### src/rtl/floatingpoint_to_binary_if.sv
// Handshake bundle for floatingpoint_to_binary: FP32 operand in, unsigned integer and flags out.
interface floatingpoint_to_binary_if;
  logic        in_valid;
  logic        in_ready;
  logic [31:0] in_data;
  logic        out_valid;
  logic        out_ready;
  logic [31:0] out_data;
  logic [3:0]  out_flags;

  modport master (
    output in_valid, in_data, out_ready,
    input  in_ready, out_valid, out_data, out_flags
  );

  modport slave (
    input  in_valid, in_data, out_ready,
    output in_ready, out_valid, out_data, out_flags
  );
endinterface

### src/rtl/floatingpoint_to_binary.sv
// FP32 -> uint32 converter with an iterative significand shifter; flags are {nan, ovf, neg, inexact}.
// Define FP2BIN_ROUND_EN for round-to-nearest-even on the right-shift path (default truncates).
module floatingpoint_to_binary #(
  parameter int unsigned SHIFT_PER_CYCLE = 1
) (
  input logic               clk,
  input logic               rst,
  floatingpoint_to_binary_if.slave bus
);

`ifdef FP2BIN_ROUND_EN
  localparam logic [7:0] EXP_MIN = 8'd126;
`else
  localparam logic [7:0] EXP_MIN = 8'd127;
`endif

  typedef enum logic [1:0] {IDLE, SHIFT, DONE} state_t;

  state_t      state, state_n;
  logic [31:0] sr, sr_n;
  logic [4:0]  cnt, cnt_n;
  logic        left, left_n;
  logic        guard, guard_n;
  logic        sticky, sticky_n;
  logic [31:0] data, data_n;
  logic [3:0]  flags, flags_n;

  logic        sgn;
  logic [7:0]  e;
  logic [22:0] f;
  logic [31:0] step;
  logic [31:0] sr_t;
  logic        g_t, s_t;

  always_comb begin
    state_n  = state;
    sr_n     = sr;
    cnt_n    = cnt;
    left_n   = left;
    guard_n  = guard;
    sticky_n = sticky;
    data_n   = data;
    flags_n  = flags;
    sgn      = bus.in_data[31];
    e        = bus.in_data[30:23];
    f        = bus.in_data[22:0];
    step     = '0;
    sr_t     = sr;
    g_t      = guard;
    s_t      = sticky;

    case (state)
      IDLE: begin
        if (bus.in_valid && !rst) begin
          sr_n     = {8'b0, 1'b1, f};
          cnt_n    = '0;
          left_n   = 1'b0;
          guard_n  = 1'b0;
          sticky_n = 1'b0;
          data_n   = '0;
          flags_n  = '0;
          state_n  = DONE;
          // Special rows are priority-ordered; first match wins.
          if (e == 8'hFF && f != '0) begin
            flags_n = 4'b1000;
          end else if (sgn && (e != '0 || f != '0)) begin
            flags_n = 4'b0010;
          end else if (e > 8'd158) begin
            data_n  = '1;
            flags_n = 4'b0100;
          end else if (e == '0) begin
            flags_n = {3'b000, f != '0};
          end else if (e < EXP_MIN) begin
            flags_n = 4'b0001;
          end else if (e >= 8'd150) begin
            left_n = 1'b1;
            cnt_n  = 5'(e - 8'd150);
            if (e == 8'd150) data_n = {8'b0, 1'b1, f};
            else             state_n = SHIFT;
          end else begin
            cnt_n   = 5'(8'd150 - e);
            state_n = SHIFT;
          end
        end
      end

      SHIFT: begin
        step = (32'(cnt) < SHIFT_PER_CYCLE) ? 32'(cnt) : SHIFT_PER_CYCLE;
        for (int unsigned i = 0; i < SHIFT_PER_CYCLE; i++) begin
          if (i < step) begin
            if (left) begin
              sr_t = {sr_t[30:0], 1'b0};
            end else begin
              s_t  = s_t | g_t;
              g_t  = sr_t[0];
              sr_t = {1'b0, sr_t[31:1]};
            end
          end
        end
        sr_n     = sr_t;
        guard_n  = g_t;
        sticky_n = s_t;
        cnt_n    = cnt - 5'(step);
        if (cnt_n == '0) begin
          state_n = DONE;
          flags_n = {3'b000, g_t | s_t};
`ifdef FP2BIN_ROUND_EN
          // Left-shift path never sets guard, so rounding only affects right shifts.
          data_n  = sr_t + {31'b0, g_t & (s_t | sr_t[0])};
`else
          data_n  = sr_t;
`endif
        end
      end

      DONE: begin
        if (bus.out_ready) state_n = IDLE;
      end

      default: state_n = IDLE;
    endcase
  end

  always_ff @(posedge clk) begin
    if (rst) begin
      state  <= IDLE;
      sr     <= '0;
      cnt    <= '0;
      left   <= 1'b0;
      guard  <= 1'b0;
      sticky <= 1'b0;
      data   <= '0;
      flags  <= '0;
    end else begin
      state  <= state_n;
      sr     <= sr_n;
      cnt    <= cnt_n;
      left   <= left_n;
      guard  <= guard_n;
      sticky <= sticky_n;
      data   <= data_n;
      flags  <= flags_n;
    end
  end

  assign bus.in_ready  = (state == IDLE) && !rst;
  assign bus.out_valid = (state == DONE);
  assign bus.out_data  = data;
  assign bus.out_flags = flags;

endmodule

### src/flat_wrapper.sv
// flat-port wrapper written by rule: the top's interface ports become plain ports
module floatingpoint_to_binary_flat 
#(
  parameter int unsigned SHIFT_PER_CYCLE = 1
)
  (clk, rst, bus_in_valid, bus_in_data, bus_out_ready, bus_in_ready, bus_out_valid, bus_out_data, bus_out_flags);
  floatingpoint_to_binary_if bus_i ();
  input logic clk;
  input logic rst;
  input wire logic [$bits(bus_i.in_valid)-1:0] bus_in_valid;
  input wire logic [$bits(bus_i.in_data)-1:0] bus_in_data;
  input wire logic [$bits(bus_i.out_ready)-1:0] bus_out_ready;
  output wire logic [$bits(bus_i.in_ready)-1:0] bus_in_ready;
  output wire logic [$bits(bus_i.out_valid)-1:0] bus_out_valid;
  output wire logic [$bits(bus_i.out_data)-1:0] bus_out_data;
  output wire logic [$bits(bus_i.out_flags)-1:0] bus_out_flags;
  assign bus_i.in_valid = bus_in_valid;
  assign bus_i.in_data = bus_in_data;
  assign bus_i.out_ready = bus_out_ready;
  assign bus_in_ready = bus_i.in_ready;
  assign bus_out_valid = bus_i.out_valid;
  assign bus_out_data = bus_i.out_data;
  assign bus_out_flags = bus_i.out_flags;
  floatingpoint_to_binary #(.SHIFT_PER_CYCLE(SHIFT_PER_CYCLE)) u_core (.clk(clk), .rst(rst), .bus(bus_i));
endmodule
### config.mk
export PLATFORM = sky130hd
export DESIGN_NAME = floatingpoint_to_binary_flat
export DESIGN_NICKNAME = d
export VERILOG_FILES = /design/src/rtl/floatingpoint_to_binary_if.sv /design/src/rtl/floatingpoint_to_binary.sv /design/src/flat_wrapper.sv
export SDC_FILE = /design/constraint.sdc
export NUM_CORES = 1
export LEC_CHECK = 0
export CORE_UTILIZATION = 50
export DETAILED_ROUTE_END_ITERATION = 8
export PLACE_DENSITY_LB_ADDON = 0.08
export SLEW_MARGIN = 25
export SYNTH_ARGS = -nofsm -noshare
export SYNTH_HDL_FRONTEND = slang
export SYNTH_SLANG_ARGS = --single-unit
### constraint.sdc
create_clock -name clk -period 2.8 [get_ports clk]
set_input_delay 0.7 -clock clk [delete_from_list [all_inputs] [get_ports clk]]
set_output_delay 0.7 -clock clk [all_outputs]
set_load 0.05 [all_outputs]
After elaboration in Yosys (flattened, before gate mapping):

Index checks and enable logic that the tools add are counted.

* output and inout port bits: 38
* flip-flop bits (word level): 78
* bits of input ports: 36
* memories: 0
* bits in latches: 0
* bits in read-only memories: 0
* bits in writable memories: 0

* muxes and demuxes: 57
* multiply operators: 0
* div/mod/pow operators: 0
* bitwise operators: 2
* order comparisons: 5
* shift-type cells: 0
* add/sub/neg operators: 3
* reductions and logical operators: 16
* equality and inequality tests: 7

Operators with widths (count)
* $mux W32: 11
* $pmux W32 S2: 2
* $mux W5: 8
* $lt A1 B32 Y1 const A: 1
* $mux W24: 1
* $mux W4: 6
* $reduce_bool A23 Y1: 1
* $mux W2: 10
* $eq A8 B8 Y1 const B: 2
* $mux W1: 14
* $pmux W5 S2: 1
* $ge A8 B8 Y1 const B: 1
* $gt A8 B8 Y1 const B: 1
* $logic_not A8 Y1: 1
* $lt A8 B7 Y1 const B: 1
* $pmux W4 S2: 1
* $reduce_bool A8 Y1: 1
* $pmux W2 S3: 1
* $reduce_and A3 Y1: 2
* $logic_not A5 Y1: 1
* $lt A5 B1 Y1 const B: 1
* $sub A5 B5 Y5: 1
* $sub A5 B5 Y5 const A: 1
* $sub A5 B5 Y5 const B: 1
* other kinds (12): 19

Depth between registers and ports, before layout:

Gate-level depths: netlist (run 1).

* depth in word-level cells: 10
* depth in mapped cells: 11
* depth with buffers taken out: 7

Least setup slack after synthesis (run 1):

OpenSTA, ideal clock, no wires.

* kind: input port to output port
* start point: in rst
* end point: out bus_in_ready
* stages on the path: 3
* arrival time: 2.084 ns
* setup slack: 0.016 ns
* required time: 2.100 ns
* path through: clkbuf_8 -> clkbuf_1 -> nor3_1

* longest elaborated chain between the ends: 2

RTL lines
* start, declared: RTL line flat_wrapper.sv:9 `input logic rst;`
* $logic_not A1 Y1: RTL line floatingpoint_to_binary.sv:146 `assign bus.in_ready = (state == IDLE) && !rst;`
* $logic_and A1 B1 Y1: RTL line floatingpoint_to_binary.sv:146
* end, declared: RTL line flat_wrapper.sv:13 `output wire logic [$bits(bus_i.in_ready)-1:0] bus_in_ready;`

No other way between the ends.

Worst setup path in the final report (run 1):

* start point: reg u_core.state[1]
* end point: out bus_out_valid

* longest elaborated chain between the ends: 1

RTL lines
* start, declared: RTL line floatingpoint_to_binary.sv:19 `state_t state, state_n;`
* start signal, assigned: RTL line floatingpoint_to_binary.sv:135 `state <= state_n;`
* $eq A2 B2 Y1: RTL line floatingpoint_to_binary.sv:147 `assign bus.out_valid = (state == DONE);`
* end, declared: RTL line flat_wrapper.sv:14 `output wire logic [$bits(bus_i.out_valid)-1:0] bus_out_valid;`

No other way between the ends.

==> flow_summary.yaml, run 1 <==
worst_setup_path:
  critPathLaunchType: "register"
  cp-end-kind: "output port"
  cp_data_arrival_time_ns: 1.92
  required_ns: 2.10
  path_class: "reg -> out"
  cp_max_fo: 9
yosys:
  netlist_area_um2: 4782
  ys_ff_latch: 78
  ys_warn_count: 0
  synth_ff_type: "dfxtp_1"
  synth.avg_cell_area_um2: 7.814
  yosysSeqAreaShare_pct: 32.65
  ys_types: 61
  synth_edf_count: 0
  synthArstFlopShare_pct: 0
  syn-num-nets: 655
  yosys.area.top_type: "dfxtp_1"
  syn_inst: 612
  synth.area.top_cells: "dfxtp_1 (33%), a211oi_1 (7.7%), mux2i_1 (6.7%)"
  synth_top_cell_area_share_pct: 32.65
placement:
  place_inst: 797
  io_buffers: 73
  hpwl_um: 9466
  gp_congestion: 0.8909
  dpl_cell_area_um2: 5712
sta:
  tns_ns: 0
  max_slew.worst_pin.slew_ns: 0.7785
  max_freq_ghz: 0.3818
  rsz0062_at_grt: "no"
  setup_viol: 0
  skew_ns: 0.01211
  holdWs_ns: 0.4652
  period_share_pct: 93.55
  fin_crit_ns: 2.619
  slew_viol_final: 0
  finalHoldViolCount: 0
  maxSlewHeadroom_pct: 48.10
drt:
  viasPerCell: 6.155
  vias: 4998
  dr.first_iter.drc_count: 430
  firstDrtPassIters: 5
  wl_per_cell_um: 17.25
  drtAntennaViolNets: 0
  drc_errors: 0
  postRouteWirelength_um: 14010
status:
  status: "finished, final reports clean"
clock_network:
  clock_latency_ns: 0.36
  post_cts_buffers: 0
  numCtsBuffers: 9
  cts_sinks: 78
  cts_hold_buf: 0
  cts_tree: "built"
  clk_pin_slew_ns: 0.08
  cts_max_level: 3
  clockBufferDepth: 2
  root_buffer: "clkbuf_8"
  cts_resized: 0
pwr:
  power.total_w: 0.003007
  netSwitchingFraction_pct: 33.68
  p_int_w: 0.001994
  power.share.sequential_pct: 41.5
  pwr_density_cell_nw_per_um2: 507.6
  switchingPower_w: 0.001013
  comb_power_share_pct: 27.3
  p_clk_share_pct: 31.2
  ir_drop_uv: 234.5
  leakage_nw: 2.058
job:
  maxCapViolCount: 0
grt:
  grt_pass1_vias: 4496
  grt_pass1_wl_um: 22540
  grt-ovfl-total: 0
  grt_antenna_before_repair: 0
  grt_max_degree: 38
  grtUsageTotal_pct: 28.24
floorplanning:
  die_h_um: 99.80
  die_w_um: 99.80
  rows: 35
  start_util_pct: 51.75
  dieArea_um2: 9959
  placeableCoreArea_um2: 9240
  io_pins: 74
final_layout:
  diodes: 0
  postLayoutCellArea_um2: 5923
  fin_nets: 722
  drive_above_1_share_pct: 11.13
  layout_common_cells: "dfxtp_1 (77), clkdlybuf4s50_1 (71), nor3_1 (52)"
  n_fill_cell: 825
  final_common_cell: "dfxtp_1"
  final-instance-count-excl-fill: 812
  area_growth_pct: 23.86
hold_path:
  hp-class: "reg -> reg"
synthesized netlist by cell type, types with 3 or more instances:
| library cell | count |
|---|---|
| a211oi_1 | 49 |
| a21o_1 | 3 |
| a21oi_1 | 43 |
| a221oi_1 | 8 |
| a31oi_1 | 27 |
| buf_1 | 3 |
| buf_2 | 9 |
| clkbuf_1 | 38 |
| clkbuf_8 | 7 |
| dfxtp_1 | 78 |
| ha_1 | 7 |
| inv_1 | 13 |
| mux2i_1 | 32 |
| nand2_1 | 51 |
| nand2b_1 | 5 |
| nand3_1 | 27 |
| nand3b_1 | 3 |
| nand4_1 | 12 |
| nor2_1 | 41 |
| nor2b_1 | 4 |
| nor3_1 | 52 |
| nor4_1 | 7 |
| nor4b_1 | 3 |
| o211a_1 | 3 |
| o211ai_1 | 11 |
| o21ai_0 | 30 |
| o21ai_1 | 4 |
routing by layer:
layer  global-route usage, %  part of all wire, %
met1                   39.64                   46
met5                       0                    0
met3                   5.223                  6.8
met4                   10.63                  1.8
met2                   43.02                   45
logic make-up (layout without fill, tap and decap cells):
kind of cell	Yosys count	count (layout)	synth area share, %
compound gates	198	198	27.50
flops	78	78	32.65
mux	33	33	6.934
buf+inv	74	145	7.928
xor+xnor	3	3	0.5496
simple gates	219	219	22.61
fa+ha+maj	7	7	1.831
critical path: stages, from the launching register on:
cell	delay, ns
dfxtp_1	0.50
nor2b_1	0.22
clkdlybuf4s50_1	0.84
metrics by stage:
step	util [%]	setup slack, ns
floorplan	-	0.01569
detailed placement	61.81	-0.06504
global route	64.10	0.09979
global placement	61.81	-0.05354
finish	64.10	0.1807
CTS	64.10	0.1741
layout make-up:
class                   count  area (um2)  area share (%)
clock buffers              10       127.6           2.155
clock inverters             5       83.83           1.415
inverters                  13       48.80          0.8238
multi-input cells         460        2848           48.08
flip-flops and latches     78        1563           26.38
well taps                 129       161.4           2.725
repair buffers            117        1091           18.42
flip-flops by register name, summed over array words and instances (netlist names):
| name | count |
|---|---|
| u_core.bus.out_data | 32 |
| u_core.sr | 32 |
| u_core.cnt | 5 |
| u_core.bus.out_flags | 4 |
| u_core.state | 2 |
| u_core.guard | 1 |
| u_core.left | 1 |
| u_core.sticky | 1 |
worst paths after layout:
| check | cells past startpoint | slack, ns | to | from |
|---|---|---|---|---|
| max | 2 | 0.18 | bus_out_valid | u_core.state[1]$_SDFFE_PP0P_ |
| min reg2reg | 2 | 0.47 | u_core.bus.out_data[28]$_SDFFE_PP0P_ | u_core.bus.out_data[28]$_SDFFE_PP0P_ |
| min | 2 | 0.47 | u_core.bus.out_data[28]$_SDFFE_PP0P_ | u_core.bus.out_data[28]$_SDFFE_PP0P_ |
| max reg2reg | 8 | 0.32 | u_core.bus.out_data[30]$_SDFFE_PP0P_ | u_core.cnt[4]$_SDFFE_PP0P_ |
power by group through the flow:
stage | Combinational [W] | Sequential, W | Clock (W)
floorplan | 0.000413 | 0.00138 | 0
global placement | 0.000796 | 0.00127 | 0
detailed placement | 0.000809 | 0.00127 | 0
CTS | 0.000813 | 0.00125 | 0.000943
global route | 0.000882 | 0.00126 | 0.00100
finish | 0.000821 | 0.00125 | 0.000939
Power figures use the tool's default switching activity.
==> run 2, diff against run 1 <==
- CTS_BUF_LIST: unset -> sky130_fd_sc_hd__clkbuf_2 sky130_fd_sc_hd__clkbuf_4 sky130_fd_sc_hd__clkbuf_8
- DONT_BUFFER_PORTS: unset -> 1
- SLEW_MARGIN: 25 -> 15
==> run 2 against run 1 <==
Worst hold slack got worse by 0.047 ns. Clock power down 8.5%. Critical endpoint is now u_core.bus.out_data[30]$_SDFFE_PP0P_. Final cell count decreased by 12%. Flip-flop and latch count unchanged. Clock-buffer cell count unchanged. Register-to-register slack got worse by 0.16 ns. Routed wire length shrank 4.3%. Combinational power is 41% lower. Die area stayed put.
==> flow_summary.yaml, run 2 (synthesis results as in run 1) <==
final_layout:
  diodes: 0
  postLayoutCellArea_um2: 5012
  drive_above_1_share_pct: 9.338
  area_growth_pct: 4.814
  layout_common_cells: "dfxtp_1 (77), nand2_1 (51), nor3_1 (51)"
  final_common_cell: "dfxtp_1"
  fin_nets: 628
  n_fill_cell: 883
  seq_area_um2: 1563
  multi_input_area_um2: 2858
grt:
  grt_pass1_wl_um: 21660
  grtUsageTotal_pct: 27.20
  grt-ovfl-total: 0
  grt_max_degree: 55
  grt_antenna_before_repair: 0
  grt_pass1_vias: 4217
sta:
  setup_viol: 0
  maxSlewHeadroom_pct: 44.98
  slew_viol_final: 0
  rsz0062_at_grt: "no"
  finalHoldViolCount: 0
  tns_ns: 0
  skew_ns: 0.01434
  layout_setup_ws_ns: 0.1554
  fin_crit_ns: 2.645
  max_slew.worst_pin.slew_ns: 0.8214
  period_share_pct: 94.45
  max_freq_ghz: 0.3781
pwr:
  ir_drop_uv: 278.1
  leakage_nw: 1.675
  pwr_density_cell_nw_per_um2: 544.6
  switchingPower_w: 0.0009321
  power.share.sequential_pct: 50.8
  p_int_w: 0.001798
  netSwitchingFraction_pct: 34.15
  p_clk_share_pct: 31.5
  power.total_w: 0.002730
  comb_power_share_pct: 17.8
worst_setup_path:
  r2r_end: "u_core.bus.out_data[30]$_SDFFE_PP0P_"
  r2r_slack_ns: 0.16
  cp_data_arrival_time_ns: 2.85
  cp-endpoint: "u_core.bus.out_data[30]$_SDFFE_PP0P_"
  cp-end-kind: "register"
  timing.rr.start: "u_core.cnt[4]$_SDFFE_PP0P_"
  cp_max_fo: 8
  required_ns: 3.00
  cp-startpoint: "u_core.cnt[4]$_SDFFE_PP0P_"
  reg2reg_depth: 7
  path_class: "reg -> reg"
  critPathLaunchType: "register"
drt:
  drtAntennaViolNets: 0
  firstDrtPassIters: 5
  wl_per_cell_um: 18.67
  drc_errors: 0
  dr.first_iter.drc_count: 313
  vias: 4640
  viasPerCell: 6.462
  postRouteWirelength_um: 13400
clock_network:
  cts_hold_buf: 0
  cts_resized: 0
  clk_pin_slew_ns: 0.08
  clock_latency_ns: 0.35
  cts_max_level: 3
  post_cts_buffers: 0
  numCtsBuffers: 9
  cts_sinks: 78
  root_buffer: "clkbuf_8"
  clockBufferDepth: 2
  cts_tree: "built"
job:
  maxCapViolCount: 0
floorplanning:
  placeableCoreArea_um2: 9240
  dieArea_um2: 9959
  die_w_um: 99.80
  start_util_pct: 51.75
  die_h_um: 99.80
  io_pins: 74
  rows: 35
hold_path:
  hp-class: "in -> reg"
status:
  status: "finished, final reports clean"
placement:
  hpwl_um: 8900
  dp_slack_ns: 0.2106
  gp_congestion: 0.8692
  dpl_cell_area_um2: 4816
  io_buffers: 0
[run 2: power groups by stage]
stage	clock network, W	registers (W)	logic (W)
5_1_grt	0.000920	0.00140	0.000540
6_report	0.000859	0.00139	0.000486
3_3_place_gp	0	0.00141	0.000469
4_1_cts	0.000880	0.00138	0.000481
2_1_floorplan	0	0.00138	0.000413
3_5_place_dp	0	0.00141	0.000479
[run 2: layer usage]
metal	global-route usage [%]	part of all wire [%]	vias to the layer above
li1	-	-	2244
met1	37.35	45	2192
met2	43.82	47	183
met3	4.735	7.1	21
met4	7.805	1.4	0
met5	0	0	-
[run 2: worst min-delay path by stage]
stage,endpoint,from,slack [ns],depth (start not counted)
4_1_cts,u_core.sr[28]$_SDFFE_PP0P_,rst,0.40,1
3_5_place_dp,u_core.sr[31]$_SDFFE_PP0P_,u_core.sr[31]$_SDFFE_PP0P_,0.46,2
6_report,u_core.sr[24]$_SDFFE_PP0P_,rst,0.42,1
2_1_floorplan,u_core.guard$_SDFFE_PP0P_,u_core.guard$_SDFFE_PP0P_,0.45,2
3_3_place_gp,u_core.guard$_SDFFE_PP0P_,u_core.guard$_SDFFE_PP0P_,0.46,2
5_1_grt,u_core.sr[30]$_SDFFE_PP0P_,rst,0.40,1
[run 2: layout make-up]
type	count	share of cell area (%)
inverter	13	0.9735
tap	129	3.220
multi-input combinational	460	57.01
sequential	78	31.18
timing repair buffer	23	3.694
clock inverter	5	1.173
clock buffer	10	2.746
[run 2: worst max-delay path: stages, from the launching register on]
cell and delay [ns]:
dfxtp_1 0.37, or4_1 0.59, nand2_1 0.11, ha_1 0.21, a31oi_1 0.13, nand2b_1 0.25, a31oi_1 0.65, a221oi_1 0.19
[run 2: per-stage QoR]
stage	utilization [%]	hold WS, ns	cells
finish	54.25	0.4182	718
global route	54.25	0.3983	718
CTS	54.25	0.4014	718
detailed placement	52.12	0.4646	703
global placement	52.12	0.4560	703
floorplan	-	0.4451	612
